### src/rtl/sev_seg_pkg.sv
// ============================================================================
// Module      : sev_seg_pkg
// Description : Shared constants for the seven-segment scanner: nibble to
//               segment table, blank pattern and digit-index width helper.
// Revision    : 1.0 - initial release
// ============================================================================
`default_nettype none

package sev_seg_pkg;

    localparam logic [7:0] SEG_BLANK = 8'hFF;

    // Active-low patterns, bit7 = dp (off), bits6..0 = g..a
    localparam logic [7:0] SEG_TABLE [16] = '{
        8'hC0, 8'hF9, 8'hA4, 8'hB0, 8'h99, 8'h92, 8'h82, 8'hF8,
        8'h80, 8'h90, 8'h88, 8'h83, 8'hC6, 8'hA1, 8'h86, 8'h8E
    };

    function automatic int idx_width(input int n);
        return (n <= 1) ? 1 : $clog2(n);
    endfunction

endpackage

`default_nettype wire

### src/rtl/sev_seg_dec.sv
// ============================================================================
// Module      : sev_seg_dec
// Description : Combinational hex nibble plus decimal point to active-low
//               seven-segment pattern.
// Revision    : 1.0 - initial release
// ============================================================================
`default_nettype none

module sev_seg_dec
    import sev_seg_pkg::*;
(
    input  logic [3:0] nibble,
    input  logic       dp,
    output logic [7:0] segment
);

    always_comb begin
        segment = {~dp, SEG_TABLE[nibble][6:0]};
    end

endmodule

`default_nettype wire

### src/rtl/sev_seg_scan.sv
// ============================================================================
// Module      : sev_seg_scan
// Description : Multiplexed seven-segment scanner with frame-coherent display
//               update, anti-ghost blanking and registered outputs.
//               Define SEV_SEG_LZB_EN to enable leading-zero blanking.
// Revision    : 1.0 - initial release
// ============================================================================
`default_nettype none

module sev_seg_scan
    import sev_seg_pkg::*;
#(
    parameter int NUM_DIGITS       = 4,
    parameter int REFRESH_DIV      = 50000,
    parameter int BLANK_CYCLES     = 2,
    parameter bit ANODE_ACTIVE_LOW = 1'b1
) (
    input  logic                      clk,
    input  logic                      rst,
    input  logic [4*NUM_DIGITS-1:0]   value,
    input  logic [NUM_DIGITS-1:0]     dp_in,
    input  logic                      load,
    output logic [7:0]                segment,
    output logic [NUM_DIGITS-1:0]     anode,
    output logic                      frame
);

    localparam int                    c_cnt_w     = $clog2(REFRESH_DIV);
    localparam int                    c_idx_w     = idx_width(NUM_DIGITS);
    localparam logic [c_cnt_w-1:0]    c_cnt_max   = c_cnt_w'(REFRESH_DIV - 1);
    localparam logic [c_cnt_w-1:0]    c_blank     = c_cnt_w'(BLANK_CYCLES);
    localparam logic [c_idx_w-1:0]    c_idx_max   = c_idx_w'(NUM_DIGITS - 1);
    localparam logic [NUM_DIGITS-1:0] c_anode_off = {NUM_DIGITS{ANODE_ACTIVE_LOW}};

    logic [c_cnt_w-1:0]      r_cnt;
    logic [c_idx_w-1:0]      r_idx;
    logic [4*NUM_DIGITS-1:0] r_pend_val;
    logic [NUM_DIGITS-1:0]   r_pend_dp;
    logic                    r_pend_vld;
    logic [4*NUM_DIGITS-1:0] r_disp_val;
    logic [NUM_DIGITS-1:0]   r_disp_dp;
    logic                    r_frame_arm;

    logic                    w_wrap;
    logic                    w_frame_wrap;
    logic [3:0]              w_nib;
    logic                    w_dp;
    logic [7:0]              w_dec_seg;
    logic [7:0]              w_seg_sel;
    logic [NUM_DIGITS-1:0]   w_onehot;

    assign w_wrap       = (r_cnt == c_cnt_max);
    assign w_frame_wrap = w_wrap && (r_idx == c_idx_max);
    assign w_nib        = r_disp_val[{r_idx, 2'b00} +: 4];
    assign w_dp         = r_disp_dp[r_idx];

    always_comb begin
        w_onehot        = '0;
        w_onehot[r_idx] = 1'b1;
    end

    sev_seg_dec u_dec (
        .nibble  (w_nib),
        .dp      (w_dp),
        .segment (w_dec_seg)
    );

`ifdef SEV_SEG_LZB_EN
    // A digit is a leading zero when it and every digit above it are zero
    logic [NUM_DIGITS-1:0] w_lead_zero;
    assign w_lead_zero[0] = 1'b0;
    for (genvar gi = 1; gi < NUM_DIGITS; gi++) begin : g_lzb
        assign w_lead_zero[gi] = (r_disp_val[4*NUM_DIGITS-1:4*gi] == '0);
    end
    assign w_seg_sel = w_lead_zero[r_idx] ? SEG_BLANK : w_dec_seg;
`else
    assign w_seg_sel = w_dec_seg;
`endif

    always_ff @(posedge clk) begin
        if (rst) begin
            r_cnt       <= '0;
            r_idx       <= '0;
            r_pend_val  <= '0;
            r_pend_dp   <= '0;
            r_pend_vld  <= 1'b0;
            r_disp_val  <= '0;
            r_disp_dp   <= '0;
            r_frame_arm <= 1'b0;
            segment     <= SEG_BLANK;
            anode       <= c_anode_off;
            frame       <= 1'b0;
        end else begin
            if (w_wrap) begin
                r_cnt <= '0;
                r_idx <= (r_idx == c_idx_max) ? '0 : r_idx + c_idx_w'(1);
            end else begin
                r_cnt <= r_cnt + c_cnt_w'(1);
            end

            // Display only changes at the frame boundary; a load on that
            // exact cycle takes effect immediately.
            if (w_frame_wrap) begin
                r_pend_vld <= 1'b0;
                if (load) begin
                    r_disp_val <= value;
                    r_disp_dp  <= dp_in;
                end else if (r_pend_vld) begin
                    r_disp_val <= r_pend_val;
                    r_disp_dp  <= r_pend_dp;
                end
            end else if (load) begin
                r_pend_val <= value;
                r_pend_dp  <= dp_in;
                r_pend_vld <= 1'b1;
            end

            // Two stages so frame lines up with the registered digit-0 outputs
            r_frame_arm <= w_frame_wrap;
            frame       <= r_frame_arm;

            if (r_cnt < c_blank) begin
                segment <= SEG_BLANK;
                anode   <= c_anode_off;
            end else begin
                segment <= w_seg_sel;
                anode   <= ANODE_ACTIVE_LOW ? ~w_onehot : w_onehot;
            end
        end
    end

endmodule

`default_nettype wire

### config.mk
export PLATFORM = sky130hd
export DESIGN_NAME = sev_seg_scan
export DESIGN_NICKNAME = d
export VERILOG_FILES = /design/src/rtl/sev_seg_pkg.sv /design/src/rtl/sev_seg_dec.sv /design/src/rtl/sev_seg_scan.sv
export SDC_FILE = /design/constraint.sdc
export NUM_CORES = 1
export LEC_CHECK = 0
export CAP_MARGIN = 10
export CORE_ASPECT_RATIO = 0.6
export CORE_MARGIN = 1
export CORE_UTILIZATION = 35
export CTS_CLUSTER_DIAMETER = 100
export DETAILED_ROUTE_END_ITERATION = 12
export PLACE_DENSITY_LB_ADDON = 0.3
export SLEW_MARGIN = 20
export SYNTH_ARGS = -nofsm -noshare
export SYNTH_HDL_FRONTEND = slang
export SYNTH_SLANG_ARGS = --single-unit
### constraint.sdc
create_clock -name clk -period 2.8 [get_ports clk]
set_clock_uncertainty 0.15 [all_clocks]
set_input_delay 0.28 -clock clk [delete_from_list [all_inputs] [get_ports clk]]
set_output_delay 0.28 -clock clk [all_outputs]
set_load 0.1 [all_outputs]
==> qor.txt, run 1 <==
Setup CP Type: flop to flop
Final Util: 44.05%
Rel. slew slack: 38.35%
Syn Area/Cell: 9.926 µm²
initial drt markers: 144
die footprint: 11,090 µm²
EDFF count, synth: 0
post-synth top area share: 39.16%
Syn Nets: 410
fraction of layout cells with a size suffix above 1: 21.03%
WP data arrival: 2.58 ns
first drt pass iteration count: 4
Initial Util: 36.99%
GR Overflow Total: 0
Hold Buf Count CTS: 0
Unique masters post-synth: 42
routed vias/inst: 4.868
Yosys reg bits: 73
Ports: 36
post-route ant nets: 0
cell area after synthesis: 3732 µm²
via count: 2,648
power density cells: 559.0 nW/µm²
clk sink count: 73
Fin Setup TNS: 0 ns
# resized after CTS: 0
RD Place Congestion: 0.8257
first-pass GRT wire length: 12.55 mm
setup ws final: 0.2870 ns
core area: 10,090 µm²
number of global-route vias before repair: 2,601
Die W: 135.3 µm
Synth Flop Type: dfxtp_1
Final #Nets: 439
H-tree depth: 3
Worst Tran Pin Value: 0.9204 ns
CTS tree: done
P&R area growth vs syn: 19.07%
Routed WL per cell: 13.53 µm
Port Buffer Count: 35
Placed Cells: 529
status: completed
Final Max Tran Viols: 0
TritonCTS Buffers: 9
sequential share of the synthesized area: 39.16%
ranking of synthesized cells by area: dfxtp_1 39%, mux2i_1 11%, nand2b_1 6.9%
pre-CTS setup slack: 0.2927 ns
Startpoint Class: flop
unrepaired setup endpoints after global routing: false
total wire length: 7.362 mm
count leader, synth: dfxtp_1
Final Hold Vio Count: 0
initial antenna violation count: 0
Max Freq: 0.3979 GHz
Total GRT Usage: 14.86%
largest net degree at the start of global routing: 88
period utilization: 89.75%
Final Non-Filler Cells: 544
Worst Setup End Kind: flop
standard-cell rows: 28
Synth area leader: dfxtp_1
post-CTS setup buffer count: 0
Tot Pwr: 0.002484 W
HPWL after DPL: 5.200 mm
final setup fails: 0
Hold Path Class: input pin to flop
Tmin final: 2.513 ns
DR DRC count: 0
Ant. Diodes: 0
Die Ht: 81.99 µm
root buffer cell: clkbuf_16
worst-path fanout max: 20
Clock Latency Late Sink: 0.34 ns
deepest clock path buffer count: 2
commonest cells in the netlist: 73 x dfxtp_1, 41 x nand2b_1, 40 x mux2i_1
leakage: 1.816 nW
post-synthesis cell count: 376
Max Cap Violations: 0
YS warnings: 0
Reg clk slew, reported paths: 0.06 ns
Post-synth ARST share: 0%
Req. time, crit path: 2.87 ns
Peak VDD IR: 328.0 µV
## where the power goes
part	leakage, nW	switching (W)	total [W]	internal (W)
logic	1.07	0.000152	0.000251	0.0000984
registers	0.594	0.0000149	0.00109	0.00107
clock network	0.148	0.000417	0.00115	0.000730
total	1.82	0.000584	0.00248	0.00190
## flip-flops by register name, indices dropped and copies added (netlist names)
name,count
r_pend_val,16
r_disp_val,16
r_cnt,16
r_pend_vld,1
r_pend_dp,4
anode,4
r_idx,2
frame,1
r_disp_dp,4
r_frame_arm,1
segment,8
## final cells by class
cell class | count | area (µm²)
clock buffer | 12 | 256.5
tap | 135 | 168.9
fill | 966 | 5645
multi-input combinational | 273 | 2108
sequential | 73 | 1461
timing repair buffer | 41 | 382.9
clock inverter | 3 | 40.04
inverter | 7 | 26.28
## stage by stage
stage	cell area [µm²]	hold WS (ns)
CTS	4444	0.2378
detailed placement	4148	0.2747
global route	4444	0.2821
global placement	4148	0.2809
floorplan	3732	0.2638
finish	4444	0.2388
## final timing paths
path | from | to | slack, ns | depth (start not counted)
setup reg to reg | r_cnt[11]$_SDFF_PP0_ | r_disp_val[6]$_SDFFE_PP0P_ | 0.29 | 5
hold reg to reg | r_frame_arm$_SDFF_PP0_ | frame$_SDFF_PP0_ | 0.30 | 1
setup / recovery | r_cnt[11]$_SDFF_PP0_ | r_disp_val[6]$_SDFFE_PP0P_ | 0.29 | 5
hold / removal | rst | segment[7]$_SDFF_PP1_ | 0.24 | 3
## critical path, cell delays in order (launching register included)
cell,delay [ns]
dfxtp_1,0.35
or4_4,0.52
or4_4,0.47
nor4b_4,0.34
buf_12,0.21
mux2_2,0.35
## per-layer routing
| layer | track usage, % | vias to the layer above | wire length (µm) |
|---|---|---|---|
| li1 | - | 1346 | - |
| met5 | 0 | - | 0 |
| met1 | 19.87 | 1230 | 3805 |
| met3 | 4.444 | 12 | 436 |
| met2 | 22.31 | 60 | 3018 |
| met4 | 6.067 | 0 | 101 |
## cells in the final DEF, fill, tap and decap left out, types with 9 or more instances in the layout
cell type / Yosys / routed
nand2b_1: 41 / 41
nand3_1: 9 / 9
buf_4: 0 / 17
mux2_2: 21 / 21
and2b_2: 17 / 17
dfxtp_1: 73 / 73
clkbuf_16: 0 / 9
clkdlybuf4s50_1: 0 / 21
mux2i_1: 40 / 40
ha_1: 11 / 11
nand2_1: 15 / 15
nor2_1: 37 / 37
xnor2_1: 9 / 9
## logic make-up (layout without fill, tap and decap cells)
| logic type | count (synthesis) | count (layout) | synth area share [%] |
|---|---|---|---|
| AND/OR/NAND/NOR | 156 | 156 | 24.57 |
| multiplexers | 67 | 67 | 20.68 |
| adder cells (fa/ha/maj) | 11 | 11 | 3.688 |
| AO/OA/AOI/OAI | 24 | 24 | 3.855 |
| flip-flops | 73 | 73 | 39.16 |
| XOR/XNOR | 15 | 15 | 3.520 |
| buffers and inverters | 30 | 63 | 4.526 |
No activity file was read; power rests on OpenSTA's default activity.
==> run 2: changes to the inputs <==
Settings changed: GPL_TIMING_DRIVEN set to 0.
==> run 2 against run 1 <==
  * Global-route usage is 1.8 points higher
  * Clock-buffer cell count shrank 1
  * Wire length increased by 13%
  * Worst setup slack worse by 0.030 ns
  * Worst hold slack improved by 0.0040 ns
  * Sequential power about the same
  * Largest power group unchanged
  * Highest routed layer unchanged
==> qor.txt, run 2 (same netlist as run 1, synthesis figures left out) <==
final setup fails: 0
clk sink count: 73
core area: 10,090 µm²
Hold Buf Count CTS: 0
Worst Setup End Kind: flop
CP Capture Point: r_disp_dp[1]$_SDFFE_PP0P_
Total GRT Usage: 16.69%
# resized after CTS: 0
Final Max Tran Viols: 0
RD Place Congestion: 0.8068
worst r2r dst: r_disp_dp[1]$_SDFFE_PP0P_
# fillers: 947
root buffer cell: clkbuf_16
first drt pass iteration count: 4
P&R area growth vs syn: 23.50%
Die Ht: 81.99 µm
deepest clock path buffer count: 2
Hold Path Class: input pin to flop
power density cells: 606.3 nW/µm²
leakage: 1.883 nW
die footprint: 11,090 µm²
HPWL after DPL: 6.062 mm
number of global-route vias before repair: 2,723
Peak VDD IR: 316.7 µV
worst reg-to-reg setup slack: 0.26 ns
TritonCTS Buffers: 9
buffers and inverters on the worst path: 1
Max Freq: 0.3933 GHz
first-pass GRT wire length: 13.79 mm
slowest stage delay, CP: 0.53 ns
commonest cells after routing, fill and taps aside: 73 x dfxtp_1, 41 x nand2b_1, 40 x mux2i_1, 37 x nor2_1, 33 x clkdlybuf4s50_1
crit path cell chain: or4_4 -> or4_4 -> nor4b_4 -> buf_6 -> mux2_2
Ant. Diodes: 0
CTS tree: done
GR Overflow Total: 0
Routed WL per cell: 14.83 µm
Port Buffer Count: 33
Req. time, crit path: 2.87 ns
total wire length: 8.307 mm
Clock Latency Late Sink: 0.33 ns
initial antenna violation count: 0
Reg clk slew, reported paths: 0.06 ns
largest net degree at the start of global routing: 13
via count: 2,748
hold slack: 0.2429 ns
Final Hold Vio Count: 0
period utilization: 90.82%
Tmin final: 2.543 ns
standard-cell rows: 28
delay-heaviest family, CP: simple AND/OR/NAND/NOR gates
r2r startpoint: r_cnt[11]$_SDFF_PP0_
Ports: 36
Initial Util: 36.99%
Worst Tran Pin Value: 0.9780 ns
Startpoint Class: flop
Fin Setup TNS: 0 ns
worst-path fanout max: 10
routed vias/inst: 4.907
DR DRC count: 0
Stages on worst setup path: 5
CP dominant cell by count: or4_4
H-tree depth: 3
depth of the most critical reg-to-reg path: 5
post-CTS setup buffer count: 0
hold path cells: 3
Setup CP Type: flop to flop
CP max-delay cell: or4_4
Die W: 135.3 µm
most common cell after layout, fill and taps aside: dfxtp_1
Rel. slew slack: 34.60%
Final #Nets: 454
largest registers: r_cnt x16, r_disp_val x16, r_pend_val x16
Max Cap Violations: 0
WP data arrival: 2.61 ns
unrepaired setup endpoints after global routing: false
initial drt markers: 144
post-route ant nets: 0
Worst Setup SP: r_cnt[11]$_SDFF_PP0_
fraction of layout cells with a size suffix above 1: 18.12%
status: completed
## run 2: changes by cell type in the layout (fill, tap and decap cells not counted)
| cell | change |
|---|---|
| buf_4 | -17 |
| clkbuf_2 | +1 |
| clkinv_2 | -1 |
| buf_12 | -2 |
| buf_2 | +3 |
| bufinv_16 | +3 |
| clkbuf_1 | +11 |
| buf_6 | +2 |
| clkbuf_8 | +3 |
| clkdlybuf4s50_1 | +12 |
| a31oi_1 | +1 |
| a31oi_2 | -1 |
| dlygate4sd1_1 | +1 |
## run 2: worst min path at each step
stage,from,end
6_report,load,r_pend_vld$_SDFFE_PP0P_
5_1_grt,load,r_pend_vld$_SDFFE_PP0P_
4_1_cts,load,r_pend_vld$_SDFFE_PP0P_
3_5_place_dp,r_cnt[0]$_SDFF_PP0_,r_cnt[0]$_SDFF_PP0_
3_3_place_gp,r_cnt[0]$_SDFF_PP0_,r_cnt[0]$_SDFF_PP0_
2_1_floorplan,r_frame_arm$_SDFF_PP0_,frame$_SDFF_PP0_
## run 2: stage by stage
stage	setup WS [ns]	instance area (µm²)	utilization, %	total power [W]	instances
final	0.2571	4609	45.68	0.002795	560
after global routing	0.05004	4609	45.68	0.002897	560
after CTS	0.2269	4609	45.68	0.002828	560
after detailed placement	0.2424	4232	41.94	0.001377	544
after global placement	0.2514	4232	41.94	0.001370	544
after floorplan	0.4018	3732	-	0.001289	376
## run 2: layer usage
metal,track usage [%],vias to the layer above,routed length [µm]
met5,0,-,0
met3,4.444,5,433
met1,22.48,1307,4354
met2,25.23,63,3456
met4,6.966,0,62
li1,-,1373,-
## run 2: area by class of cell
| cell class | count | area, µm² | share of cell area [%] |
|---|---|---|---|
| Buffer | 23 | 142.6 | 3.094 |
| Clock buffer | 11 | 252.7 | 5.483 |
| Clock inverter | 5 | 125.1 | 2.714 |
| Inverter | 7 | 26.28 | 0.5700 |
| Multi-Input combinational cell | 273 | 2102 | 45.60 |
| Sequential cell | 73 | 1461 | 31.70 |
| Tap cell | 135 | 168.9 | 3.664 |
| Timing Repair Buffer | 33 | 330.3 | 7.166 |
## run 2: worst reg2reg max path: stages (launching register included)
cell and delay, ns:
dfxtp_1 0.36, or4_4 0.53, or4_4 0.48, nor4b_4 0.36, buf_6 0.20, mux2_2 0.35
## run 2: power by group
part	internal, W	switching [W]	total, W
Combinational	0.000104	0.000162	0.000266
Sequential	0.00107	0.0000147	0.00109
Clock	0.00101	0.000435	0.00144
==> run 3: changes to the inputs <==
Settings changed: GPL_TIMING_DRIVEN 0 to not set.
==> results of run 3 <==
The final DEF is identical to that of run 1; final timing and power are the same.
